### src/rtl/lsu_mem_responder.sv
// Responder side of the LSU data-memory valid/ready protocol: round-robin
// arbitration of NUM_CONSUMERS LSUs onto NUM_CHANNELS memory ports.

module lsu_mem_chan #(
  parameter int ADDR_BITS = 8,
  parameter int DATA_BITS = 8,
  parameter int CW        = 2
) (
  input  logic                 clk,
  input  logic                 reset_n,
  input  logic                 grant,
  input  logic                 grant_write,
  input  logic [CW-1:0]        grant_id,
  input  logic [ADDR_BITS-1:0] grant_addr,
  input  logic [DATA_BITS-1:0] grant_data,
  input  logic                 owner_read_valid,
  input  logic                 owner_write_valid,
  input  logic                 mem_read_ready,
  input  logic                 mem_write_ready,
  output logic                 idle,
  output logic [CW-1:0]        owner,
  output logic                 rd_done,
  output logic                 wr_done,
  output logic                 rd_exit,
  output logic                 wr_exit,
  output logic                 mem_read_valid,
  output logic [ADDR_BITS-1:0] mem_read_address,
  output logic                 mem_write_valid,
  output logic [ADDR_BITS-1:0] mem_write_address,
  output logic [DATA_BITS-1:0] mem_write_data
);
  typedef enum logic [2:0] {IDLE, READ_WAIT, WRITE_WAIT, READ_RELAY, WRITE_RELAY} state_t;
  state_t state, state_nxt;

  assign idle = (state == IDLE);

  always_comb begin
    state_nxt = state;
    rd_done   = 1'b0;
    wr_done   = 1'b0;
    rd_exit   = 1'b0;
    wr_exit   = 1'b0;
    case (state)
      IDLE:        if (grant) state_nxt = grant_write ? WRITE_WAIT : READ_WAIT;
      READ_WAIT:   if (mem_read_ready) begin rd_done = 1'b1; state_nxt = READ_RELAY; end
      WRITE_WAIT:  if (mem_write_ready) begin wr_done = 1'b1; state_nxt = WRITE_RELAY; end
      READ_RELAY:  if (!owner_read_valid) begin rd_exit = 1'b1; state_nxt = IDLE; end
      WRITE_RELAY: if (!owner_write_valid) begin wr_exit = 1'b1; state_nxt = IDLE; end
      default:     state_nxt = IDLE;
    endcase
  end

  always_ff @(posedge clk or negedge reset_n) begin
    if (!reset_n) begin
      state             <= IDLE;
      owner             <= '0;
      mem_read_valid    <= 1'b0;
      mem_read_address  <= '0;
      mem_write_valid   <= 1'b0;
      mem_write_address <= '0;
      mem_write_data    <= '0;
    end else begin
      state <= state_nxt;
      if (grant && idle) begin
        owner <= grant_id;
        if (grant_write) begin
          mem_write_valid   <= 1'b1;
          mem_write_address <= grant_addr;
          mem_write_data    <= grant_data;
        end else begin
          mem_read_valid   <= 1'b1;
          mem_read_address <= grant_addr;
        end
      end
      if (rd_done) mem_read_valid  <= 1'b0;
      if (wr_done) mem_write_valid <= 1'b0;
    end
  end
endmodule

module lsu_mem_responder #(
  parameter int ADDR_BITS     = 8,
  parameter int DATA_BITS     = 8,
  parameter int NUM_CONSUMERS = 4,
  parameter int NUM_CHANNELS  = 1
) (
  input  logic                                        clk,
  input  logic                                        reset_n,
  input  logic [NUM_CONSUMERS-1:0]                    consumer_read_valid,
  input  logic [NUM_CONSUMERS-1:0][ADDR_BITS-1:0]     consumer_read_address,
  output logic [NUM_CONSUMERS-1:0]                    consumer_read_ready,
  output logic [NUM_CONSUMERS-1:0][DATA_BITS-1:0]     consumer_read_data,
  input  logic [NUM_CONSUMERS-1:0]                    consumer_write_valid,
  input  logic [NUM_CONSUMERS-1:0][ADDR_BITS-1:0]     consumer_write_address,
  input  logic [NUM_CONSUMERS-1:0][DATA_BITS-1:0]     consumer_write_data,
  output logic [NUM_CONSUMERS-1:0]                    consumer_write_ready,
  output logic [NUM_CHANNELS-1:0]                     mem_read_valid,
  output logic [NUM_CHANNELS-1:0][ADDR_BITS-1:0]      mem_read_address,
  input  logic [NUM_CHANNELS-1:0]                     mem_read_ready,
  input  logic [NUM_CHANNELS-1:0][DATA_BITS-1:0]      mem_read_data,
  output logic [NUM_CHANNELS-1:0]                     mem_write_valid,
  output logic [NUM_CHANNELS-1:0][ADDR_BITS-1:0]      mem_write_address,
  output logic [NUM_CHANNELS-1:0][DATA_BITS-1:0]      mem_write_data,
  input  logic [NUM_CHANNELS-1:0]                     mem_write_ready
);
  localparam int CW  = $clog2(NUM_CONSUMERS);
  localparam int CHW = (NUM_CHANNELS > 1) ? $clog2(NUM_CHANNELS) : 1;

  logic [CW-1:0]                    rr_ptr, winner, idx;
  logic [NUM_CONSUMERS-1:0]         claimed, cand;
  logic                             found, any_idle, grant_vld, win_write;
  logic [CHW-1:0]                   ch_sel;
  logic [NUM_CHANNELS-1:0]          ch_idle, ch_grant, rd_done, wr_done, rd_exit, wr_exit;
  logic [NUM_CHANNELS-1:0]          owner_rv, owner_wv;
  logic [NUM_CHANNELS-1:0][CW-1:0]  ch_owner;
  logic [ADDR_BITS-1:0]             grant_addr;

  assign cand = ~claimed & (consumer_read_valid | consumer_write_valid);

  // Round-robin search from rr_ptr; first unclaimed requester wins.
  always_comb begin
    found  = 1'b0;
    winner = '0;
    idx    = '0;
    for (int i = 0; i < NUM_CONSUMERS; i++) begin
      idx = CW'((int'(rr_ptr) + i) % NUM_CONSUMERS);
      if (!found && cand[idx]) begin
        found  = 1'b1;
        winner = idx;
      end
    end
  end

  always_comb begin
    any_idle = 1'b0;
    ch_sel   = '0;
    for (int k = NUM_CHANNELS-1; k >= 0; k--)
      if (ch_idle[k]) begin any_idle = 1'b1; ch_sel = CHW'(k); end
  end

  assign grant_vld  = found && any_idle;
  // Reads take priority when an LSU raises both valids.
  assign win_write  = !consumer_read_valid[winner];
  assign grant_addr = win_write ? consumer_write_address[winner] : consumer_read_address[winner];

  always_comb begin
    ch_grant = '0;
    for (int k = 0; k < NUM_CHANNELS; k++) ch_grant[k] = grant_vld && (ch_sel == CHW'(k));
  end

  for (genvar k = 0; k < NUM_CHANNELS; k++) begin : gen_ch
    assign owner_rv[k] = consumer_read_valid[ch_owner[k]];
    assign owner_wv[k] = consumer_write_valid[ch_owner[k]];
    lsu_mem_chan #(.ADDR_BITS(ADDR_BITS), .DATA_BITS(DATA_BITS), .CW(CW)) u_chan (
      .clk               (clk),
      .reset_n           (reset_n),
      .grant             (ch_grant[k]),
      .grant_write       (win_write),
      .grant_id          (winner),
      .grant_addr        (grant_addr),
      .grant_data        (consumer_write_data[winner]),
      .owner_read_valid  (owner_rv[k]),
      .owner_write_valid (owner_wv[k]),
      .mem_read_ready    (mem_read_ready[k]),
      .mem_write_ready   (mem_write_ready[k]),
      .idle              (ch_idle[k]),
      .owner             (ch_owner[k]),
      .rd_done           (rd_done[k]),
      .wr_done           (wr_done[k]),
      .rd_exit           (rd_exit[k]),
      .wr_exit           (wr_exit[k]),
      .mem_read_valid    (mem_read_valid[k]),
      .mem_read_address  (mem_read_address[k]),
      .mem_write_valid   (mem_write_valid[k]),
      .mem_write_address (mem_write_address[k]),
      .mem_write_data    (mem_write_data[k])
    );
  end

  always_ff @(posedge clk or negedge reset_n) begin
    if (!reset_n) begin
      rr_ptr               <= '0;
      claimed              <= '0;
      consumer_read_ready  <= '0;
      consumer_read_data   <= '0;
      consumer_write_ready <= '0;
    end else begin
      if (grant_vld) begin
        rr_ptr          <= (int'(winner) == NUM_CONSUMERS-1) ? '0 : winner + 1'b1;
        claimed[winner] <= 1'b1;
      end
      // A consumer lives on at most one channel, so these never collide.
      for (int k = 0; k < NUM_CHANNELS; k++) begin
        if (rd_done[k]) begin
          consumer_read_ready[ch_owner[k]] <= 1'b1;
          consumer_read_data[ch_owner[k]]  <= mem_read_data[k];
        end
        if (wr_done[k]) consumer_write_ready[ch_owner[k]] <= 1'b1;
        if (rd_exit[k]) begin
          consumer_read_ready[ch_owner[k]] <= 1'b0;
          claimed[ch_owner[k]]             <= 1'b0;
        end
        if (wr_exit[k]) begin
          consumer_write_ready[ch_owner[k]] <= 1'b0;
          claimed[ch_owner[k]]              <= 1'b0;
        end
      end
    end
  end
endmodule
### config.mk
export PLATFORM = sky130hd
export DESIGN_NAME = lsu_mem_responder
export DESIGN_NICKNAME = d
export VERILOG_FILES = /design/src/rtl/lsu_mem_responder.sv
export SDC_FILE = /design/constraint.sdc
export NUM_CORES = 1
export LEC_CHECK = 0
export ABC_CLOCK_PERIOD_IN_PS = 2400
export CAP_MARGIN = 25
export CORE_UTILIZATION = 38
export CTS_CLUSTER_SIZE = 40
export DETAILED_ROUTE_END_ITERATION = 8
export GPL_TIMING_DRIVEN = 0
export PLACE_DENSITY = 0.78
export SLEW_MARGIN = 25
export SYNTH_ARGS = -nofsm -noshare
export SYNTH_HDL_FRONTEND = slang
export SYNTH_SLANG_ARGS = --single-unit
### constraint.sdc
create_clock -name clk -period 2.4 [get_ports clk]
set_input_delay 0.36 -clock clk [delete_from_list [all_inputs] [get_ports clk]]
set_output_delay 0.36 -clock clk [all_outputs]
set_load 0.05 [all_outputs]
# --- Word level (Yosys, flattened, before mapping) ---
# Index checks and enable logic that the tools add are counted.
totals:
  reg_bits: 77
  input_bits: 116
  out_inout_bits: 66
  word_cells: 135
classes:
  add_sub_neg: 4
  order_cmp: 8
  n_eq_ne: 11
  mux: 66
  bitwise: 12
  n_reduce_logical: 19
ops:
  columns: ["operator", "count"]
  rows:
  - ["binary-select mux 8 bit (select 2 bit)", 3]
  - ["2-to-1 mux 8 bit", 5]
  - ["bitwise mux 32 bit", 1]
  - ["2-to-1 mux 1 bit", 28]
  - ["2-to-1 mux 4 bit", 7]
  - ["bitwise AND 4 bit", 5]
  - ["< comparator 2 x 3 -> 1 bit, second input constant", 6]
  - ["demux 8 bit (select 2 bit)", 1]
  - ["OR 4 bit", 4]
  - ["2-to-1 mux 3 bit", 5]
  - ["one-hot mux 3 bit (5 select lines)", 1]
  - ["binary-select mux 1 bit (select 2 bit)", 7]
  - ["2-to-1 mux 2 bit", 6]
  - ["!= test 2 bit, second input constant", 4]
  - ["inverter 4 bit", 2]
  - ["AND reduction 2 bit", 4]
  - ["logical AND 1 bit", 7]
  - ["== test 3 x 2 -> 1 bit, second input constant", 2]
  - ["nonzero test 2 bit", 3]
  - ["AND reduction 5 bit", 1]
  - ["adder 2 x 1 -> 2 bit, second input constant", 2]
  - ["adder 2 bit, second input constant", 2]
  - ["demux 1 bit (select 2 bit)", 2]
  - ["greater-or-equal comparator 2 x 1 -> 1 bit, second input constant", 2]
  - ["7 further kinds", 10]

# --- Depth between registers and ports, before layout ---
logic_depth:
  ltp_word: 24
  ltp_mapped: 9
  ltp_nobuf: 6

# --- Cells and area by module ---
# A second synthesis with hierarchy kept.
hier_totals:
  cells_unflattened: 290
  hier_area_um2: 4090.2
modules_own_cells:
  columns: ["module", "instances", "cells_each", "area_each_um2", "seq_area_each_um2"]
  rows:
  - ["lsu_mem_responder", 1, 204, 2765.2, 1151.1]
  - ["lsu_mem_chan", 1, 86, 1325.0, 775.7]

# --- Least setup slack after synthesis ---
# No wires, ideal clock.
synth_path:
  path_type: "register to register"
  from: "register claimed[1]"
  to: "register gen_ch[0].u_chan.mem_write_address[7]"
  setup_time_ns: 0.125
  t_arrival_ns: 2.069
  t_required_ns: 2.275
  slack_ns: 0.206
  path_stages_with_launch: 10
  n_path_buf: 3
  period_less_slack_ns: 2.194
  cell_sequence: "dfrtp_1 -> o21ba_4 -> o22ai_1 -> o22ai_1 -> buf_2 -> mux2i_1 -> a22o_1 -> buf_6 -> buf_8 -> mux2_4"
synth_between:
  elab_chain_cells: 18
  word_cells_on_any_way: 35
  classes_between: "mux: 23; bitwise: 3; reduce/logical: 9"
synth_lines:
  columns: ["item", "line_no", "source"]
  rows:
  - ["start: declaration", "110", "logic [NUM_CONSUMERS-1:0] claimed, cand;"]
  - ["start signal: assignment", "183", "claimed <= '0;"]
  - ["start signal: indexed assignment", "190", "claimed[winner] <= 1'b1;"]
  - ["start signal: indexed assignment", "201", "claimed[ch_owner[k]] <= 1'b0;"]
  - ["inverter 4 bit *", "118", "assign cand = ~claimed & (consumer_read_valid | consumer_write_valid);"]
  - ["bitwise AND 4 bit *", "118", null]
  - ["binary-select mux 1 bit (select 2 bit)", "127", "if (!found && cand[idx]) begin"]
  - ["2-to-1 mux 1 bit (not written as such)", "127", null]
  - ["2-to-1 mux 1 bit", "127", null]
  - ["logical NOT 1 bit", "127", null]
  - ["logical AND 1 bit", "127", null]
  - ["2-to-1 mux 1 bit", "127", null]
  - ["(+2 left out)", null, null]
  - ["2-to-1 mux 1 bit", "127", null]
  - ["logical NOT 1 bit", "127", null]
  - ["logical AND 1 bit", "127", null]
  - ["2-to-1 mux 2 bit", "127", null]
  - ["binary-select mux 1 bit (select 2 bit)", "143", "assign win_write = !consumer_read_valid[winner];"]
  - ["2-to-1 mux 1 bit (not written as such)", "143", null]
  - ["inverter 1 bit (no source line)", null, null]
  - ["AND reduction 2 bit (no source line)", null, null]
  - ["end signal: assignment", "68", "mem_write_address <= grant_addr;"]
  - ["end: declaration", "29", "output logic [ADDR_BITS-1:0] mem_write_address,"]
# Mark *: on every way between the ends. The rest lies on a longest branch, timed or not. The select of a mux whose other input is x is not followed.
# A chain may end at the register's enable or synchronous reset.

# --- Final worst setup path ---
layout_path:
  from: "register claimed[1]"
  to: "register gen_ch[0].u_chan.mem_write_data[3]"
layout_between:
  elab_chain_cells: 18
  word_cells_on_any_way: 32
  classes_between: "mux: 20; bitwise: 3; reduce/logical: 9"
layout_lines:
  columns: ["item", "line_no", "source"]
  rows:
  - ["inverter 4 bit *", "118", null]
  - ["bitwise AND 4 bit *", "118", null]
  - ["binary-select mux 1 bit (select 2 bit)", "127", null]
  - ["2-to-1 mux 1 bit (not written as such)", "127", null]
  - ["2-to-1 mux 1 bit", "127", null]
  - ["logical NOT 1 bit", "127", null]
  - ["logical AND 1 bit", "127", null]
  - ["2-to-1 mux 1 bit", "127", null]
  - ["(+2 left out)", null, null]
  - ["2-to-1 mux 1 bit", "127", null]
  - ["logical NOT 1 bit", "127", null]
  - ["logical AND 1 bit", "127", null]
  - ["2-to-1 mux 2 bit", "127", null]
  - ["binary-select mux 1 bit (select 2 bit)", "143", null]
  - ["2-to-1 mux 1 bit (not written as such)", "143", null]
  - ["inverter 1 bit (no source line)", null, null]
  - ["AND reduction 2 bit (no source line)", null, null]
  - ["end signal: assignment", "69", "mem_write_data <= grant_data;"]
  - ["end: declaration", "30", "output logic [DATA_BITS-1:0] mem_write_data"]
# Marked as above.

==> flow_metrics.tcl <==
set metrics [dict create \
    status "finished, final reports clean" \
    rsz0062_at_grt "true" \
    htree_levels 3 \
    p_clk_share_pct 11.0 \
    clk_pin_slew_worst_paths_ns 0.08 \
    synth_most_common_cell "dfrtp_1" \
    vias_per_cell 5.062 \
    wire_per_inst_microns 17.86 \
    synthArstFlopShare_pct 100.0 \
    grt_pass1_wl_microns 18280 \
    clk_latency_ns 0.35 \
    synthTopCellsByCount "dfrtp_1, mux2i_1, mux2_2" \
    fin_crit_sh_pct 97.20 \
    crit_path_max_fanout 6 \
    antenna_found_initial 0 \
    yosysWarnings 0 \
    r2r-start "claimed[1]" \
    cp-startpoint "claimed[1]" \
    skew_ns 0.01217 \
    cts_sinks 77 \
    power_frac_comb_pct 66.3 \
    fin_crit_ns 2.333 \
    startpoint_type "flop" \
    gp_congestion 0.8162 \
    power_mw 10.01 \
    synth_area_leaders "dfrtp_1, mux2i_1, mux2_2" \
    relSlewSlack_pct 46.71 \
    layout-drive-gt1-share_pct 22.76 \
    syn_avg_cell_area_sq_um 13.02 \
    drtAntennaViolNets 0 \
    numPortBuffers 181 \
    slowest_delay_ns 0.38 \
    cts_tree "done" \
    setup_violations 0 \
    drv_cap 0 \
    die-area_sq_mm 0.01104 \
    path_cells "o21ba_4 > o22ai_2 > o22ai_1 > buf_4 > mux2i_4 > a22o_1 > buf_6 > clkbuf_16 > mux2_4" \
    slowest_stage "dfrtp_1" \
    dp_cells 628 \
    synth_edf_count 0 \
    p_per_area_mw_per_mm2 1557 \
    ios 182 \
    drtPass1Iterations 4 \
    grt_pass1_vias 3322 \
    ir_drop_mv 0.8923 \
    die_y_microns 105.1 \
    end_kind "flop" \
    dr_total_vias 3290 \
    diodes 0 \
    syn2layout_area_growth_pct 59.27 \
    netlist_instances 310 \
    row_count 37 \
    critPathBufInv 3 \
    synthFlopType "dfrtp_1" \
    drv_slew 0 \
    fmax_ghz 0.4287 \
    synth_area_sq_mm 0.004036 \
    drtIter0Drc 111 \
    root_buffer "clkbuf_8" \
    die_w_microns 105.1 \
    hold_class "primary input to async pin" \
    dp_hpwl_microns 8878 \
    cts.path.max_buffers 2 \
    routed_wl_microns 11610 \
    numCtsBuffers 9 \
    fin_nets 626 \
    hold_viol 0 \
    path_class "flop to flop" \
    cp_top_family "compound AO/OA/AOI/OAI gates" \
    p_leak_nw 2.816 \
    fin_cells 650 \
    critPathArrivalTime_ns 2.56 \
    p_int_mw 5.425 \
    synth_cell_types 40 \
    syn_nets 427 \
    initial_core_util_pct 39.10 \
    p_switching_mw 4.587 \
    track_usage_pct 21.21 \
    seqPwrFrac_pct 22.7 \
    tightest_slew_ns 0.7933 \
    core_area_sq_mm 0.01032 \
    synth_top_cell_by_area "dfrtp_1" \
    grt_max_degree 44 \
    ys_ff_latch 77 \
    required_ns 2.62 \
    drc 0 \
    p_sw_share_pct 45.82 \
    grt.overflow.total 0 \
    netlist.area_leader.share_pct 47.74 \
    ys_seq_area_share_pct 47.74 \
]
==> flip-flops by register name, summed over array words and instances, names as in the netlist, named ones only <==
register / flops
consumer_read_data: 32
gen_ch.u_chan.mem_read_address: 8
gen_ch.u_chan.mem_write_address: 8
gen_ch.u_chan.mem_write_data: 8
claimed: 4
consumer_read_ready: 4
gen_ch.u_chan.state: 3
gen_ch.u_chan.owner: 2
rr_ptr: 2
consumer_write_ready: 1
gen_ch.u_chan.mem_read_valid: 1
gen_ch.u_chan.mem_write_valid: 1
==> routing by layer <==
layer / up-vias / GRT usage (%) / wire [microns]
li1: 1539 / - / -
met1: 1600 / 25.26 / 4794
met2: 143 / 36.33 / 5672
met3: 8 / 7.299 / 1017
met4: 0 / 5.835 / 125
met5: - / 0 / 0
==> area by class of cell <==
| class | instances | area, sq um |
|---|---|---|
| well taps | 136 | 170.2 |
| repair buffers | 188 | 1917 |
| inverters | 8 | 30.03 |
| flip-flops and latches | 77 | 1927 |
| clock inverters | 5 | 82.58 |
| plain buffers | 15 | 102.6 |
| fillers | 836 | 3895 |
| clock buffers | 11 | 141.4 |
| multi-input cells | 210 | 2058 |
==> stage by stage <==
step	cell area, sq um	setup TNS [ns]	hold WS [ns]	setup WS (ns)	util [%]
global route	6429	-0.1040	0.5179	-0.02475	62.27
global placement	6018	-144.87	0.4866	-1.740	58.30
CTS	6341	0	0.5083	0.02195	61.42
floorplan	4036	0	0.06441	0.2058	-
detailed placement	6043	-12.48	0.3437	-0.5385	58.54
finish	6429	0	0.5111	0.06728	62.27
==> worst register-to-register path, delay by kind of cell (launching register included) <==
| family | cells | cell delay (ns) |
|---|---|---|
| buf+inv | 3 | 0.49 |
| compound gates | 4 | 0.75 |
| flops | 1 | 0.38 |
| mux | 2 | 0.59 |
==> worst paths after layout <==
check	to	slack [ns]	cells after the start
setup / recovery	gen_ch[0].u_chan.mem_write_data[3]	0.07	9
hold / removal	consumer_read_data[9]	0.51	2
setup reg to reg	gen_ch[0].u_chan.mem_write_data[3]	0.07	9
hold reg to reg	consumer_read_data[6]	0.51	1
max in group asynchronous	gen_ch[0].u_chan.mem_read_address[7]	1.32	3
min in group clk	consumer_read_data[6]	0.51	1
==> layout by cell type (no fill, tap or decap), drive strengths merged, types with 3 or more instances in the layout <==
master | Yosys | routed
a21oi | 15 | 15
a22oi | 3 | 3
a31oi | 4 | 4
and2 | 3 | 3
buf | 12 | 16
clkbuf | 3 | 17
clkdlybuf4s50 | 0 | 172
dfrtp | 77 | 77
dlygate4sd2 | 0 | 4
dlymetal6s2s | 0 | 4
inv | 8 | 9
mux2 | 58 | 58
mux2i | 74 | 74
nand2 | 6 | 6
nor2 | 9 | 9
nor2b | 3 | 3
nor4 | 3 | 3
o21ai | 3 | 3
o21ba | 6 | 6
o21bai | 3 | 3
o22ai | 5 | 5
==> power groups by stage <==
stage	combinational [mW]	sequential [mW]	clock, mW
floorplan	2.77	3.99	0
global placement	6.29	2.24	0
detailed placement	6.37	2.29	0
CTS	6.54	2.27	1.14
global route	7.00	2.35	1.19
finish	6.64	2.27	1.10
==> cell families after synthesis <==
kind of cell	Yosys count	share of synthesized area, %
AND/OR/NAND/NOR	30	4.061
AO/OA/AOI/OAI	45	8.431
buffers and inverters	23	2.976
multiplexers	134	36.48
adder cells (fa/ha/maj)	1	0.3099
flip-flops	77	47.74
==> what timing repair did <==
item	4_1_cts	5_1_grt
endpoints found under the hold margin	34	0
gates cloned	0	2
hold buffers	1	0
pin swaps	1	5
setup buffers	1	2
endpoints found under the setup margin	28	27
resized for setup	12	11
(Power assumes the default switching activity.)
